==> src/rtl/ram_stream_reader_pkg.sv <==
// ---------------------------------------------------------------------------
// ram_stream_reader_pkg
//   Shared definitions for the RAM read-stream engine:
//     state_e     - sequencer states (IDLE, RUN, DRAIN, DONE), 2 bits
//     RD_LAT      - RAM read latency in cycles (registered read port)
//     SKID_DEPTH  - entries in the return-path buffer
//     SKID_CNT_W  - width of an occupancy count of 0..SKID_DEPTH
// ---------------------------------------------------------------------------
package ram_stream_reader_pkg;

    typedef enum logic [1:0] {
        ST_IDLE  = 2'd0,
        ST_RUN   = 2'd1,
        ST_DRAIN = 2'd2,
        ST_DONE  = 2'd3
    } state_e;

    localparam int unsigned RD_LAT     = 1;
    localparam int unsigned SKID_DEPTH = 2;
    localparam int unsigned SKID_CNT_W = $clog2(SKID_DEPTH + 1);

endpackage : ram_stream_reader_pkg

==> src/rtl/rd_skid_buf.sv <==
// ---------------------------------------------------------------------------
// rd_skid_buf
//   Small FIFO that catches RAM read data while the downstream consumer
//   stalls. Push and pop may happen in the same cycle. Head data is taken
//   straight from storage, so it only changes on a pop or a push to an
//   empty buffer.
//
// Ports:
//   clk, reset      clock, asynchronous active-high reset
//   push_i          write push_data_i at the tail this cycle
//   push_data_i     data to write
//   pop_i           drop the head entry this cycle (caller never pops empty)
//   count_o         number of valid entries, 0..SKID_DEPTH
//   head_o          oldest entry (zero after reset)
// ---------------------------------------------------------------------------
module rd_skid_buf
    import ram_stream_reader_pkg::*;
#(
    parameter int Data_width = 8
) (
    input  logic                  clk,
    input  logic                  reset,
    input  logic                  push_i,
    input  logic [Data_width-1:0] push_data_i,
    input  logic                  pop_i,
    output logic [SKID_CNT_W-1:0] count_o,
    output logic [Data_width-1:0] head_o
);

    localparam int unsigned PTR_W = $clog2(SKID_DEPTH);

    logic [Data_width-1:0] mem_q [SKID_DEPTH];
    logic [PTR_W-1:0]      wr_ptr_q;
    logic [PTR_W-1:0]      rd_ptr_q;
    logic [SKID_CNT_W-1:0] count_q;

    // NOTE: state registers take non-blocking assignments only, so every
    // flop samples the pre-edge value of every other flop.
    always_ff @(posedge clk or posedge reset) begin
        if (reset) begin
            // NOTE: the storage is cleared on reset (it is only two words)
            // so that the head output reads zero out of reset; deep
            // memories would normally be left unreset.
            for (int i = 0; i < SKID_DEPTH; i++) begin
                mem_q[i] <= '0;
            end
            wr_ptr_q <= '0;
            rd_ptr_q <= '0;
            count_q  <= '0;
        end else begin
            if (push_i) begin
                mem_q[wr_ptr_q] <= push_data_i;
                wr_ptr_q        <= wr_ptr_q + PTR_W'(1);
            end
            if (pop_i) begin
                rd_ptr_q <= rd_ptr_q + PTR_W'(1);
            end
            count_q <= count_q + SKID_CNT_W'(push_i) - SKID_CNT_W'(pop_i);
        end
    end

    assign count_o = count_q;
    assign head_o  = mem_q[rd_ptr_q];

endmodule : rd_skid_buf

==> src/rtl/ram_stream_reader.sv <==
// ---------------------------------------------------------------------------
// ram_stream_reader
//   Sweeps a contiguous, wrap-around address range through a RAM read port
//   with a registered 1-cycle read, and delivers each word on a valid/ready
//   stream without loss or duplication under backpressure.
//
// Ports:
//   clk, reset      clock, asynchronous active-high reset
//   start           command strobe, sampled only in IDLE
//   base_addr       first address, sampled with start
//   len             word count 0..2**Addr_width, sampled with start
//   busy            high from the cycle after an accepted non-empty command
//                   through its done cycle
//   done            one-cycle pulse once the last word is accepted
//   r_addr          registered RAM read address
//   ram_q           RAM read data, valid one cycle after r_addr
//   m_data/m_valid  output stream, m_ready from the consumer
//
// Address handling: r_addr itself is the address counter. The RAM captures
// r_addr at the edge that ends an issue cycle, so issuing advances r_addr
// for the next read -- except for the last read, which leaves r_addr
// parked on the last issued address.
// ---------------------------------------------------------------------------
module ram_stream_reader
    import ram_stream_reader_pkg::*;
#(
    parameter int Data_width = 8,
    parameter int Addr_width = 10
) (
    input  logic                  clk,
    input  logic                  reset,
    input  logic                  start,
    input  logic [Addr_width-1:0] base_addr,
    input  logic [Addr_width:0]   len,
    output logic                  busy,
    output logic                  done,
    output logic [Addr_width-1:0] r_addr,
    input  logic [Data_width-1:0] ram_q,
    output logic [Data_width-1:0] m_data,
    output logic                  m_valid,
    input  logic                  m_ready
);

    // One extra bit so occupancy arithmetic never wraps.
    localparam int unsigned OCC_W = SKID_CNT_W + 1;

    state_e                state_q,    state_d;
    logic [Addr_width-1:0] r_addr_q,   r_addr_d;
    logic [Addr_width:0]   rem_q,      rem_d;
    logic [RD_LAT-1:0]     inflight_q, inflight_d;
    logic                  busy_q,     busy_d;

    logic [SKID_CNT_W-1:0] buf_count;
    logic                  push;
    logic                  pop;
    logic                  issue;
    logic [OCC_W-1:0]      occ;
    logic [OCC_W-1:0]      buf_count_next;
    logic [RD_LAT:0]       inflight_sh;

    // The oldest inflight stage is the one whose data is on ram_q now.
    assign push    = inflight_q[RD_LAT-1];
    assign pop     = m_valid & m_ready;
    assign m_valid = (buf_count != '0);

    rd_skid_buf #(
        .Data_width (Data_width)
    ) u_skid (
        .clk         (clk),
        .reset       (reset),
        .push_i      (push),
        .push_data_i (ram_q),
        .pop_i       (pop),
        .count_o     (buf_count),
        .head_o      (m_data)
    );

    always_comb begin
        // NOTE: every combinational output gets a default first, so no path
        // through the case statement can leave a value unassigned (a latch).
        state_d  = state_q;
        r_addr_d = r_addr_q;
        rem_d    = rem_q;
        busy_d   = busy_q;

        // Words that will occupy the buffer once everything in flight lands;
        // issuing only below SKID_DEPTH is what keeps the buffer from
        // overflowing when the consumer stalls.
        occ            = OCC_W'(buf_count) + OCC_W'($countones(inflight_q)) - OCC_W'(pop);
        buf_count_next = OCC_W'(buf_count) + OCC_W'(push) - OCC_W'(pop);
        issue          = (state_q == ST_RUN) && (rem_q != '0) && (occ < OCC_W'(SKID_DEPTH));

        inflight_sh = {inflight_q, issue};
        inflight_d  = inflight_sh[RD_LAT-1:0];

        unique case (state_q)
            ST_IDLE: begin
                if (start) begin
                    if (len != '0) begin
                        state_d  = ST_RUN;
                        r_addr_d = base_addr;
                        rem_d    = len;
                        busy_d   = 1'b1;
                    end else begin
                        state_d = ST_DONE;
                    end
                end
            end
            ST_RUN: begin
                if (issue) begin
                    rem_d = rem_q - (Addr_width + 1)'(1);
                    if (rem_q == (Addr_width + 1)'(1)) begin
                        state_d = ST_DRAIN;
                    end else begin
                        r_addr_d = r_addr_q + Addr_width'(1);
                    end
                end
            end
            ST_DRAIN: begin
                // Leave once this edge empties both the pipe and the buffer.
                if (buf_count_next == '0 && inflight_d == '0) begin
                    state_d = ST_DONE;
                end
            end
            ST_DONE: begin
                state_d = ST_IDLE;
                busy_d  = 1'b0;
            end
            default: begin
                state_d = ST_IDLE;
            end
        endcase
    end

    always_ff @(posedge clk or posedge reset) begin
        if (reset) begin
            state_q    <= ST_IDLE;
            r_addr_q   <= '0;
            rem_q      <= '0;
            inflight_q <= '0;
            busy_q     <= 1'b0;
        end else begin
            state_q    <= state_d;
            r_addr_q   <= r_addr_d;
            rem_q      <= rem_d;
            inflight_q <= inflight_d;
            busy_q     <= busy_d;
        end
    end

    // busy is a flag rather than a state decode: a zero-length command
    // passes through DONE without ever raising busy.
    assign busy   = busy_q;
    assign done   = (state_q == ST_DONE);
    assign r_addr = r_addr_q;

endmodule : ram_stream_reader

==> config.mk <==
export PLATFORM = sky130hd
export DESIGN_NAME = ram_stream_reader
export DESIGN_NICKNAME = d
export VERILOG_FILES = /design/src/rtl/ram_stream_reader_pkg.sv /design/src/rtl/rd_skid_buf.sv /design/src/rtl/ram_stream_reader.sv
export SDC_FILE = /design/constraint.sdc
export NUM_CORES = 1
export LEC_CHECK = 0
export CAP_MARGIN = 25
export CORE_MARGIN = 3
export CORE_UTILIZATION = 56
export DETAILED_ROUTE_END_ITERATION = 6
export GPL_TIMING_DRIVEN = 0
export PLACE_DENSITY_LB_ADDON = 0.08
export SYNTH_ARGS = -nofsm -noshare
export SYNTH_HDL_FRONTEND = slang
export SYNTH_SLANG_ARGS = --single-unit
==> constraint.sdc <==
create_clock -name clk -period 7.3 [get_ports clk]
set_clock_uncertainty 0.1 [all_clocks]
set_input_delay 1.46 -clock clk [delete_from_list [all_inputs] [get_ports clk]]
set_output_delay 1.46 -clock clk [all_outputs]
set_load 0.03 [all_outputs]
# Word level (Yosys, flattened, before mapping)
# Index checks and enable logic that the tools add are counted.
# op_classes
n_lt_le_gt_ge,4
n_mux,24
add_sub_neg,8
n_reduce_logical,15
n_bitwise,4
n_eq_ne,10
# op_table
op,n
10-bit 2-to-1 mux,4
11-bit 2-to-1 mux,3
8-bit 2-to-1 mux,4
11-bit one-hot mux with 2 select lines,1
11-bit nonzero test,2
10-bit one-hot mux with 2 select lines,1
16-bit bitwise mux,1
"11-bit by 1-bit equality test with 1-bit output, second input constant",1
"11-bit by 1-bit subtractor with 11-bit output, second input constant",1
"10-bit by 1-bit adder with 10-bit output, second input constant",1
2-bit 2-to-1 mux,5
"2-bit inequality test, second input constant",5
8-bit demux with 1-bit select,1
2-bit one-hot mux with 4 select lines,1
4-bit AND reduction,2
2-bit nonzero test,3
5-bit AND reduction,1
"2-bit equality test, second input constant",2
"2-bit greater-or-equal comparator, second input constant",2
1-bit logical AND,4
1-bit NOT with 2-bit output,2
2-bit by 1-bit adder with 3-bit output,1
3-bit zero test,1
"3-bit by 2-bit less-than comparator with 1-bit output, second input constant",1
13 further kinds,15
# totals
regBits,45
out_inout_bits,21
in_bits,33
word_cells,75

# Depth between registers and ports, before layout
# Gate-level depths: netlist (run 1).
# logic_depth
ltp_word,9
mapped_depth,13
ltp_nobuf,12

# Modules after synthesis
# A second synthesis (run 1) with hierarchy kept.
# unflattened
cells_unflattened,272
area_unflattened_um2,2837.7
# modules_own_cells
module,cells_each,instances,area_per_inst_um2
ram_stream_reader,215,1,1936.9
rd_skid_buf,57,1,900.9

# Worst setup path before layout (run 1)
# OpenSTA, ideal clock, no wires.
# synth_timing
path_type,input to register
from,in m_ready
to,"reg r_addr_q[1], in the netlist r_addr[1]"
setup_slack_ns,3.344
setup_ns,0.125
t_arrival_ns,3.732
required_time_ns,7.075
path_stages,10
path_cell_list,and2_1 ha_1 inv_1 ha_1 fa_1 xor2_1 nor2b_1 a21oi_4 nor2_1 mux2_2
# synth_via
elab_chain_len,6
# synth_rtl
element,line_no,rtl
from (decl),ram_stream_reader.sv:41,input logic m_ready
1-bit AND,ram_stream_reader.sv:63,assign pop = m_valid & m_ready;
3-bit by 1-bit subtractor with 3-bit output,ram_stream_reader.sv:89,occ = OCC_W'(buf_count) + OCC_W'($countones(inflight_q)) - OCC_W'(pop);
3-bit by 2-bit less-than comparator with 1-bit output,ram_stream_reader.sv:91,issue = (state_q == ST_RUN) && (rem_q != '0) && (occ < OCC_W'(SKID_DEPTH));
1-bit logical AND,ram_stream_reader.sv:91,
2-bit inequality test (no source line),--,
5-bit AND reduction (no source line),--,
to (signal assigned),ram_stream_reader.sv:144,r_addr_q <= r_addr_d;
to (decl),ram_stream_reader.sv:48,"logic [Addr_width-1:0] r_addr_q, r_addr_d;"
# No other way between the ends.
# A chain may end at the register's enable or synchronous reset.

# Final worst setup path (run 1)
# layout_timing
from,in m_ready
to,"reg r_addr_q[1], in the netlist r_addr[1]"
# layout_via
elab_chain_len,6
# layout_rtl
element,line_no,rtl
1-bit AND,ram_stream_reader.sv:63,
via pop,ram_stream_reader.sv:55,logic pop;
3-bit by 1-bit subtractor with 3-bit output,ram_stream_reader.sv:89,
3-bit by 2-bit less-than comparator with 1-bit output,ram_stream_reader.sv:91,
1-bit logical AND,ram_stream_reader.sv:91,
2-bit inequality test (no source line),--,
5-bit AND reduction (no source line),--,
# The timed path passes the listed nets, and every way through them passes these cells.

==> metrics, run 1 <==
Die W 75.8 um; EDFF count, synth 0; clk_lat worst skew 0.31 ns; Rows 24; TritonRoute pass-1 iters 5; met3 wire len 454 um; post-synthesis compound-gate area fraction 17.2%; Syn Area/Cell 10.3 um^2; pwr dens 510 nW/um^2; worst hold slack 0.409 ns; WL met1 2.94 mm; peak supply drop 0.241 mV; run status complete, no violations; hpwl dp 4.92 mm; Hold Fails Final Rpt 0; full die area 5740 um^2; crit path kind input pin to register; initial drt markers 140; Hold Path Cell Cnt 1; area leader, netlist dfrtp_1; DP Area 3360 um^2; worst slew pin tran 0.690 ns; vias in the first global route 2,265; Final GP Congestion 0.980; Crit path required time 7.39 ns; Synth warnings 0; CTS tree yes; initial antenna violation count 0; met2 WL post-DR 3.33 mm; # fillers 330; largest family of logic cells by synthesized area simple AND/OR/NAND/NOR gates; CTS H-Tree Depth 2; largest net degree at the start of global routing 33; post-synth top area share 41.3%; Critical Path End Type register; antenna diode count 0; top cells by area, synth dfrtp_1 (41%), mux2_2 (12%), ha_1 (5.0%); core area 4530 um^2; drt via density 6.27; syn_nets 309; asr flop ratio synth 100%; Post-synth top flop dfrtp_1; mapped cell area 2730 um^2; area grow syn2layout 26.5%; Routed WL 6.87 mm; root buffer cell clkbuf_8; post-CTS setup buffer count 0; Vias 2,453; Worst Path Max Fanout 7; DRC 0; Port Buffers 53; Gate Count Post-Synth 264; top sig layer met4; IO Pins 54; drt wl/cell 17.6 um; CTS max path bufs 2; layout cells sized above 1 15.6%; number of synthesized register bits 45; first-pass GRT wire length 10.9 mm; Total Power 1.76 mW; fin crit period 4.45 ns; CTS Buf Count 5; Post-Synth Adder-Cell Area 5.78%; Seq. cell area 1130 um^2; XOR/XNOR Fraction of Synth Area 0.963%; CP Data Arrival Time 4.54 ns; Simple-Gate Fraction of Synth Area 18.2%; ANT nets after route 0; Congestion Overflow GR 0; GR Util All Layers 25.1%; worst relative slew slack 53.7%; cts hold-fix bufs 0; post-route design area 3450 um^2; Final Setup Violations 0; Final Max Tran Viols 0; post-synthesis sequential area ratio 41.3%; Die Y 75.8 um; Final #Nets 370; multiplexer share of the synthesized area 12.7%; Cell variety after synth 56; Initial Utilization 60.2%; Startpoint Class input pin; setup TNS 0 ns; Worst Hold Class register to register; fmax 225 MHz; reg2reg path depth 12; Multi-input gate area 1500 um^2; leakage power 1.42 nW; max cap viols 0; post-CTS sizing 0; Final Cycle Share 61.0%; Clock Sink Count 45; Worst-path clk slew 0.10 ns; unrepaired setup endpoints after global routing no
[through the flow]
stage                     utilization [%]  setup WS, ns  instances
after CTS                            76.1          2.89        391
after floorplan                         -          3.34        264
after global routing                 76.1          2.70        391
after global placement               73.6          2.60        382
final                                76.1          2.85        391
after detailed placement             74.1          2.57        383
[cells in the final DEF, fill, tap and decap left out, types with 2 or more instances in the layout]
cell type	synthesis	final
o21ai_0	7	7
a31o_2	2	2
o22a_1	3	3
a31oi_1	4	4
a22o_1	2	2
clkbuf_8	0	5
and3_1	2	2
a21oi_1	5	5
a41oi_1	2	2
a211oi_1	5	5
ha_1	11	11
clkdlybuf4s50_1	0	53
nand2b_1	5	5
nor3_1	12	12
inv_1	16	15
a211o_1	5	5
nor2_1	16	16
mux2_2	28	28
clkbuf_1	8	8
dfrtp_1	45	45
mux2i_1	3	3
clkinv_4	0	2
and2_1	4	4
or3_1	2	2
nand4_1	5	5
nor4_1	5	5
a2bb2oi_1	6	6
xor2_1	3	3
and4_1	2	2
nand3_1	9	9
o22ai_1	2	2
a32o_1	4	4
nand2_1	14	14
nor2b_1	2	2
[synthesized netlist by cell type, types with 2 or more instances]
cell type,number
o21ai_0,7
nand2_1,14
a22o_1,2
and4_1,2
inv_1,16
nand2b_1,5
or3_1,2
nor2b_1,2
o22ai_1,2
ha_1,11
nand4_1,5
o22a_1,3
mux2_2,28
nor3_1,12
nand3_1,9
a211o_1,5
and3_1,2
dfrtp_1,45
a2bb2oi_1,6
clkbuf_1,8
a31oi_1,4
mux2i_1,3
a211oi_1,5
and2_1,4
a41oi_1,2
xor2_1,3
a21oi_1,5
a31o_2,2
nor2_1,16
a32o_1,4
nor4_1,5
[kinds of logic (layout without fill, tap and decap cells)]
group                    count (synthesis)  in the layout
multiplexers                            31             31
adder cells (fa/ha/maj)                 12             12
AO/OA/AOI/OAI                           60             60
buffers and inverters                   26             88
flip-flops                              45             45
AND/OR/NAND/NOR                         87             87
XOR/XNOR                                 3              3
[flip-flops by register name (all words and copies together), names as in the netlist]
| signal | flops |
|---|---|
| busy | 1 |
| inflight_q | 1 |
| r_addr | 10 |
| rem_q | 11 |
| state_q | 2 |
| u_skid.count_o | 2 |
| u_skid.mem_q | 16 |
| u_skid.rd_ptr_q | 1 |
| u_skid.wr_ptr_q | 1 |
[metal layers]
metal	up-vias	track usage, %
met5	-	0
met2	112	41.8
li1	1113	-
met3	12	3.69
met4	0	9.32
met1	1216	33.1
[worst paths after layout]
check | end | start | slack (ns)
max | r_addr[1]$_DFFE_PP0P_ | m_ready | 2.85
max in group asynchronous | state_q[1]$_DFFE_PP0P_ | reset | 5.30
min in group asynchronous | r_addr[4]$_DFFE_PP0P_ | reset | 1.33
min reg2reg | u_skid.mem_q[0]$_DFFE_PP0P_ | u_skid.mem_q[0]$_DFFE_PP0P_ | 0.41
min | u_skid.mem_q[0]$_DFFE_PP0P_ | u_skid.mem_q[0]$_DFFE_PP0P_ | 0.41
max reg2reg | r_addr[1]$_DFFE_PP0P_ | u_skid.count_o[1]$_DFF_PP0_ | 3.81
[power breakdown]
group          switching, mW  internal, mW  leakage (nW)  total (mW)
clock network         0.0950        0.0681        0.0481       0.163
registers              0.126         0.380         0.521       0.506
logic                  0.609         0.482         0.848        1.09
[worst max-delay path, cell delays in order]
cell and delay (ns):
clkdlybuf4s50_1 0.39, and2_1 0.16, ha_1 0.27, inv_1 0.04
ha_1 0.18, fa_1 0.37, xor2_1 0.21, nor2b_1 0.41
a21oi_4 0.17, nor2_1 0.48, mux2_2 0.41
[cell type report]
class,instances,share of cell area [%]
Buffer,10,1.34
Clock buffer,5,1.99
Clock inverter,3,0.653
Inverter,16,1.74
Multi-Input combinational cell,193,43.3
Sequential cell,45,32.6
Tap cell,65,2.36
Timing Repair Buffer,54,16.0
Note: power is estimated with default switching activity, not from simulation.
==> run 2, diff against run 1 <==
CORE_UTILIZATION = 52   (was 56)
clock period = 4.25 ns   (was 7.3 ns; I/O delays follow)
==> metrics, run 2 (synthesis results as in run 1) <==
largest net degree at the start of global routing 37 (+12%); layout cells sized above 1 15.6% (unchanged); Final GP Congestion 0.939 (-4.2%); Final Max Tran Viols 0 (unchanged); Final Cycle Share 90.3%; hpwl dp 4.97 mm (+0.98%); CP Data Arrival Time 3.93 ns (-0.61 ns); crit path kind input pin to register; fin crit period 3.84 ns; leakage power 1.42 nW (unchanged); commonest cells after routing, fill and taps aside clkdlybuf4s50_1 (53), dfrtp_1 (45), mux2_2 (28), nor2_1 (16), inv_1 (15); GR Util All Layers 22.7% (-2.5 points); core area 4880 um^2 (+7.6%); Worst Path Max Fanout 7 (unchanged); initial antenna violation count 0 (unchanged); Final Setup Violations 0 (unchanged); cts hold-fix bufs 0 (unchanged); root buffer cell clkbuf_8; setup TNS 0 ns (unchanged); most common cell after layout, fill and taps aside clkdlybuf4s50_1; initial drt markers 161 (+15%); reg2reg path depth 12 (unchanged); peak supply drop 0.461 mV (+91%); drt wl/cell 16.9 um (-3.7%); vias in the first global route 2,348 (+3.7%); WP depth 11 (unchanged); fmax 261 MHz; CTS tree yes; first-pass GRT wire length 11.1 mm (+2.1%); Hold Path Cell Cnt 1 (unchanged); Critical Path End Type register; antenna diode count 0 (unchanged); post-CTS setup buffer count 0 (unchanged); Die Y 78.4 um (+3.5%); max cap viols 0 (unchanged); clk_lat worst skew 0.30 ns (about the same); Die W 78.4 um (+3.5%); worst hold slack 0.407 ns (-0.00253 ns); Buf+Inv Stages, Crit Path 2 (unchanged); Final #Nets 370 (unchanged); Congestion Overflow GR 0 (unchanged); TritonRoute pass-1 iters 5 (unchanged); Largest delay share family, worst path simple AND/OR/NAND/NOR gates; IO Pins 54 (unchanged); Clock Sink Count 45 (unchanged); area grow syn2layout 26.6% (about the same); Biggest register u_skid.mem_q; CP max-delay cell nor2_1; Hold Fails Final Rpt 0 (unchanged); pwr dens 868 nW/um^2 (+70%); Rows 25 (+4.2%); crit-path max cell delay 0.49 ns (about the same); worst relative slew slack 52.5% (-1.1 points); Initial Utilization 55.9% (-4.3 points); max reg flops 16 (unchanged); Routed WL 6.65 mm (-3.2%); Worst Hold Class register to register; full die area 6150 um^2 (+7.1%); Crit path required time 4.34 ns (-3.05 ns); Worst-path clk slew 0.09 ns (about the same); crit-path cells clkdlybuf4s50_1, and2_1, ha_1, inv_1, ha_1, fa_1, xor2_1, nor2b_1, a21oi_4, nor2_1, mux2_2; Port Buffers 53 (unchanged); Worst path most repeated cell ha_1; drt via density 5.97 (-4.8%); run status complete, no violations; DRC 0 (unchanged); CTS Buf Count 5 (unchanged); Vias 2,347 (-4.3%); worst slew pin tran 0.707 ns (+0.0167 ns); ANT nets after route 0 (unchanged); post-CTS sizing 0 (unchanged); CTS H-Tree Depth 2 (unchanged); unrepaired setup endpoints after global routing no; Startpoint Class input pin; CTS max path bufs 2 (unchanged)
[run 2: final timing paths]
| check | startpoint | endpoint | slack, ns |
|---|---|---|---|
| max | m_ready | r_addr[1]$_DFFE_PP0P_ | 0.41 |
| min | u_skid.wr_ptr_q$_DFFE_PP0P_ | u_skid.wr_ptr_q$_DFFE_PP0P_ | 0.41 |
| max reg2reg | u_skid.count_o[1]$_DFF_PP0_ | r_addr[1]$_DFFE_PP0P_ | 0.78 |
| min reg2reg | u_skid.wr_ptr_q$_DFFE_PP0P_ | u_skid.wr_ptr_q$_DFFE_PP0P_ | 0.41 |
| max in group asynchronous | reset | rem_q[0]$_DFFE_PP0P_ | 2.92 |
| min in group asynchronous | reset | r_addr[3]$_DFFE_PP0P_ | 0.68 |
[run 2: power by group]
part           switching [mW]  internal, mW  total [mW]
combinational            1.04         0.827        1.87
clock                   0.153         0.117       0.270
sequential              0.209         0.653       0.862
total                    1.40          1.60        3.00
[run 2: metrics by stage]
stage          std cells  setup WS, ns  cell area (um^2)  power (mW)  utilization [%]
2_1_floorplan        264         0.904              2730        2.14                -
3_3_place_gp         384         0.141              3340        2.67             68.5
3_5_place_dp         385         0.153              3360        2.72             68.9
4_1_cts              393         0.436              3450        3.00             70.8
5_1_grt              393         0.318              3450        3.20             70.8
6_report             393         0.412              3450        3.00             70.8
[run 2: final cells by class]
cell class,instances,area (um^2)
Buffer,10,46.3
Clock buffer,5,68.8
Clock inverter,3,22.5
Fill cell,401,1430
Inverter,16,60.1
Multi-Input combinational cell,193,1500
Sequential cell,45,1130
Tap cell,67,83.8
Timing Repair Buffer,54,551
[run 2: worst register-to-register path: cells and delay by family, from the launching register on]
kind / cells / cell delay (ns)
AOI/OAI and AO/OA: 1 / 0.16
muxes: 1 / 0.40
adders and majority gates: 3 / 0.82
DFF: 1 / 0.40
and+or+nand+nor: 4 / 1.15
buffers and inverters: 2 / 0.14
xor gates and xnor gates: 1 / 0.21
[run 2: metal layers]
metal	vias to the layer above	wire (um)	track usage [%]
li1	1123	-	-
met1	1132	2940	29.7
met2	83	3240	38.4
met3	9	397	4.24
met4	0	75	6.12
met5	-	0	0
==> run 3, diff against run 2 <==
ABC_AREA = 1   (was unset)
CORE_UTILIZATION = 53   (was 52)
==> metrics, run 3 <==
run status complete, no violations; Initial Utilization 56.0% (+0.15 points); most common cell after layout, fill and taps aside nand2_1; CP Data Arrival Time 3.40 ns (-0.53 ns); post-synth top area share 38.4% (-2.9 points); fmax 307 MHz (+18%); ANT nets after route 0 (unchanged); drt wl/cell 13.2 um (-22%); Hold Fails Final Rpt 0 (unchanged); worst slew pin tran 0.520 ns (-0.187 ns); Port Buffers 53 (unchanged); Biggest register u_skid.mem_q; CTS Buf Count 5 (unchanged); mapped cell area 2940 um^2 (+7.6%); DP Area 3570 um^2 (+6.3%); TritonRoute pass-1 iters 5 (unchanged); GR Util All Layers 24.2% (+1.5 points); Final Setup Violations 0 (unchanged); CTS max path bufs 2 (unchanged); Reg2Reg Capture Point r_addr[5]$_DFFE_PP0P_; area leader, netlist dfrtp_1; Gate Count Post-Synth 407 (+54%); post-CTS setup buffer count 0 (unchanged); CTS H-Tree Depth 2 (unchanged); full die area 6470 um^2 (+5.2%); initial antenna violation count 0 (unchanged); pwr dens 854 nW/um^2 (-1.7%); IO Pins 54 (unchanged); flop2flop setup slack 1.40 ns (+0.62 ns); peak supply drop 0.445 mV (-3.3%); Worst-path clk slew 0.09 ns (about the same); synth cell count leaders nand2_1 (139), inv_1 (50), dfrtp_1 (45), o21ai_0 (30), nor2_1 (28); # fillers 460 (+15%); post-CTS sizing 0 (unchanged); Multi-input gate area 1520 um^2 (+1.8%); first-pass GRT wire length 12.2 mm (+9.5%); CTS tree yes; hpwl dp 5.16 mm (+3.8%); count leader, synth nand2_1; DRC 0 (unchanged); Critical Path End Type register; post-synthesis sequential area ratio 38.4% (-2.9 points); Final Max Tran Viols 0 (unchanged); Syn Area/Cell 7.21 um^2 (-30%); post-route design area 3710 um^2 (+7.5%); Clock Sink Count 45 (unchanged); reg2reg path depth 15 (+3); area grow syn2layout 26.4%; top cells by area, synth dfrtp_1 (38%), nand2_1 (18%), inv_1 (6.4%); core area 5240 um^2 (+7.3%); syn_nets 452 (+46%); Worst R2R Start u_skid.count_o[1]$_DFF_PP0_; Final Cycle Share 76.6% (-14 points); Post-synth top flop dfrtp_1; vias in the first global route 2,684 (+14%); commonest cells after routing, fill and taps aside nand2_1 (139), clkdlybuf4s50_1 (53), inv_1 (49), dfrtp_1 (45), o21ai_0 (30); leakage power 1.86 nW (+31%); asr flop ratio synth 100% (unchanged); Final GP Congestion 0.821 (-13%); Synth warnings 0 (unchanged); clk_lat worst skew 0.30 ns (about the same); max reg flops 16 (unchanged); drt via density 5.22 (-13%); worst relative slew slack 65.4% (+13 points); fin crit period 3.26 ns (-0.582 ns); max cap viols 0 (unchanged); Congestion Overflow GR 0 (unchanged); largest net degree at the start of global routing 32 (-14%); Vias 2,815 (+20%); Startpoint Class input pin; Worst Hold Class register to register; root buffer cell clkbuf_8; critical path capture point r_addr[5]$_DFFE_PP0P_; antenna diode count 0 (unchanged); initial drt markers 130 (-19%); unrepaired setup endpoints after global routing no; Die Y 80.4 um (+2.5%); cts hold-fix bufs 0 (unchanged); Crit path required time 4.39 ns (+0.05 ns); crit path kind input pin to register; Cell variety after synth 35 (-38%); EDFF count, synth 0 (unchanged); layout cells sized above 1 11.9% (-3.7 points); CP startpoint m_ready; Rows 26 (+4.0%); Routed WL 7.11 mm (+6.9%); setup TNS 0 ns (unchanged); Seq. cell area 1130 um^2 (unchanged); Die W 80.4 um (+2.5%); Final #Nets 513 (+39%); Worst Path Max Fanout 9 (+2); number of synthesized register bits 45 (unchanged)
==> run 3: worst max-delay path: stages <==
cell	delay (ns)
clkdlybuf4s50_1	0.40
nand2_1	0.10
inv_1	0.05
ha_1	0.26
inv_1	0.04
ha_1	0.18
fa_1	0.45
inv_1	0.08
nand3_2	0.12
nor2_4	0.12
nand2_4	0.08
a21oi_2	0.41
nand4_1	0.15
nand2_1	0.11
==> run 3: worst min path at each step <==
stage | endpoint | start | cells past startpoint | slack [ns]
after floorplan | u_skid.mem_q[0]$_DFFE_PP0P_ | u_skid.mem_q[0]$_DFFE_PP0P_ | 2 | 0.35
after global placement | u_skid.mem_q[8]$_DFFE_PP0P_ | u_skid.mem_q[8]$_DFFE_PP0P_ | 2 | 0.37
after detailed placement | u_skid.mem_q[0]$_DFFE_PP0P_ | u_skid.mem_q[0]$_DFFE_PP0P_ | 2 | 0.37
after CTS | u_skid.mem_q[0]$_DFFE_PP0P_ | u_skid.mem_q[0]$_DFFE_PP0P_ | 2 | 0.39
after global routing | u_skid.mem_q[15]$_DFFE_PP0P_ | u_skid.mem_q[15]$_DFFE_PP0P_ | 2 | 0.41
final | u_skid.mem_q[11]$_DFFE_PP0P_ | u_skid.mem_q[11]$_DFFE_PP0P_ | 2 | 0.39
==> run 3: area by class of cell <==
type / instances / share of cell area [%]
Buffer: 13 / 2.29
Clock buffer: 5 / 1.85
Clock inverter: 3 / 1.85
Inverter: 54 / 5.46
Multi-Input combinational cell: 295 / 41.0
Sequential cell: 45 / 30.3
Tap cell: 70 / 2.36
Timing Repair Buffer: 54 / 14.8
==> run 3: report_power, final <==
group          internal, mW  leakage [nW]  switching (mW)  total (mW)
combinational         0.733          1.24            1.21        1.94
sequential            0.649         0.549           0.186       0.835
clock                 0.237        0.0687           0.156       0.393
==> run 3: metrics by stage <==
stage	total power, mW	std cells	setup WS (ns)	utilization [%]	hold WS (ns)
2_1_floorplan	2.20	407	1.36	-	0.353
3_3_place_gp	2.71	530	0.740	67.8	0.367
3_5_place_dp	2.77	531	0.720	68.2	0.373
4_1_cts	3.17	539	1.01	70.9	0.395
5_1_grt	3.45	539	0.785	70.9	0.407
6_report	3.17	539	0.994	70.9	0.393
==> run 3: metal layers <==
layer / track usage [%] / share of wire [%]
met2: 39.8 / 47
met3: 3.48 / 5.2
met1: 32.3 / 45
met4: 8.78 / 2.0
met5: 0 / 0
==> run 3: kinds of logic after synthesis <==
logic type	share of synthesized area [%]
AOI/OAI and AO/OA	9.97
xor gates and xnor gates	0.597
adders and majority gates	5.37
buffers and inverters	9.80
DFF	38.4
and+or+nand+nor	35.9
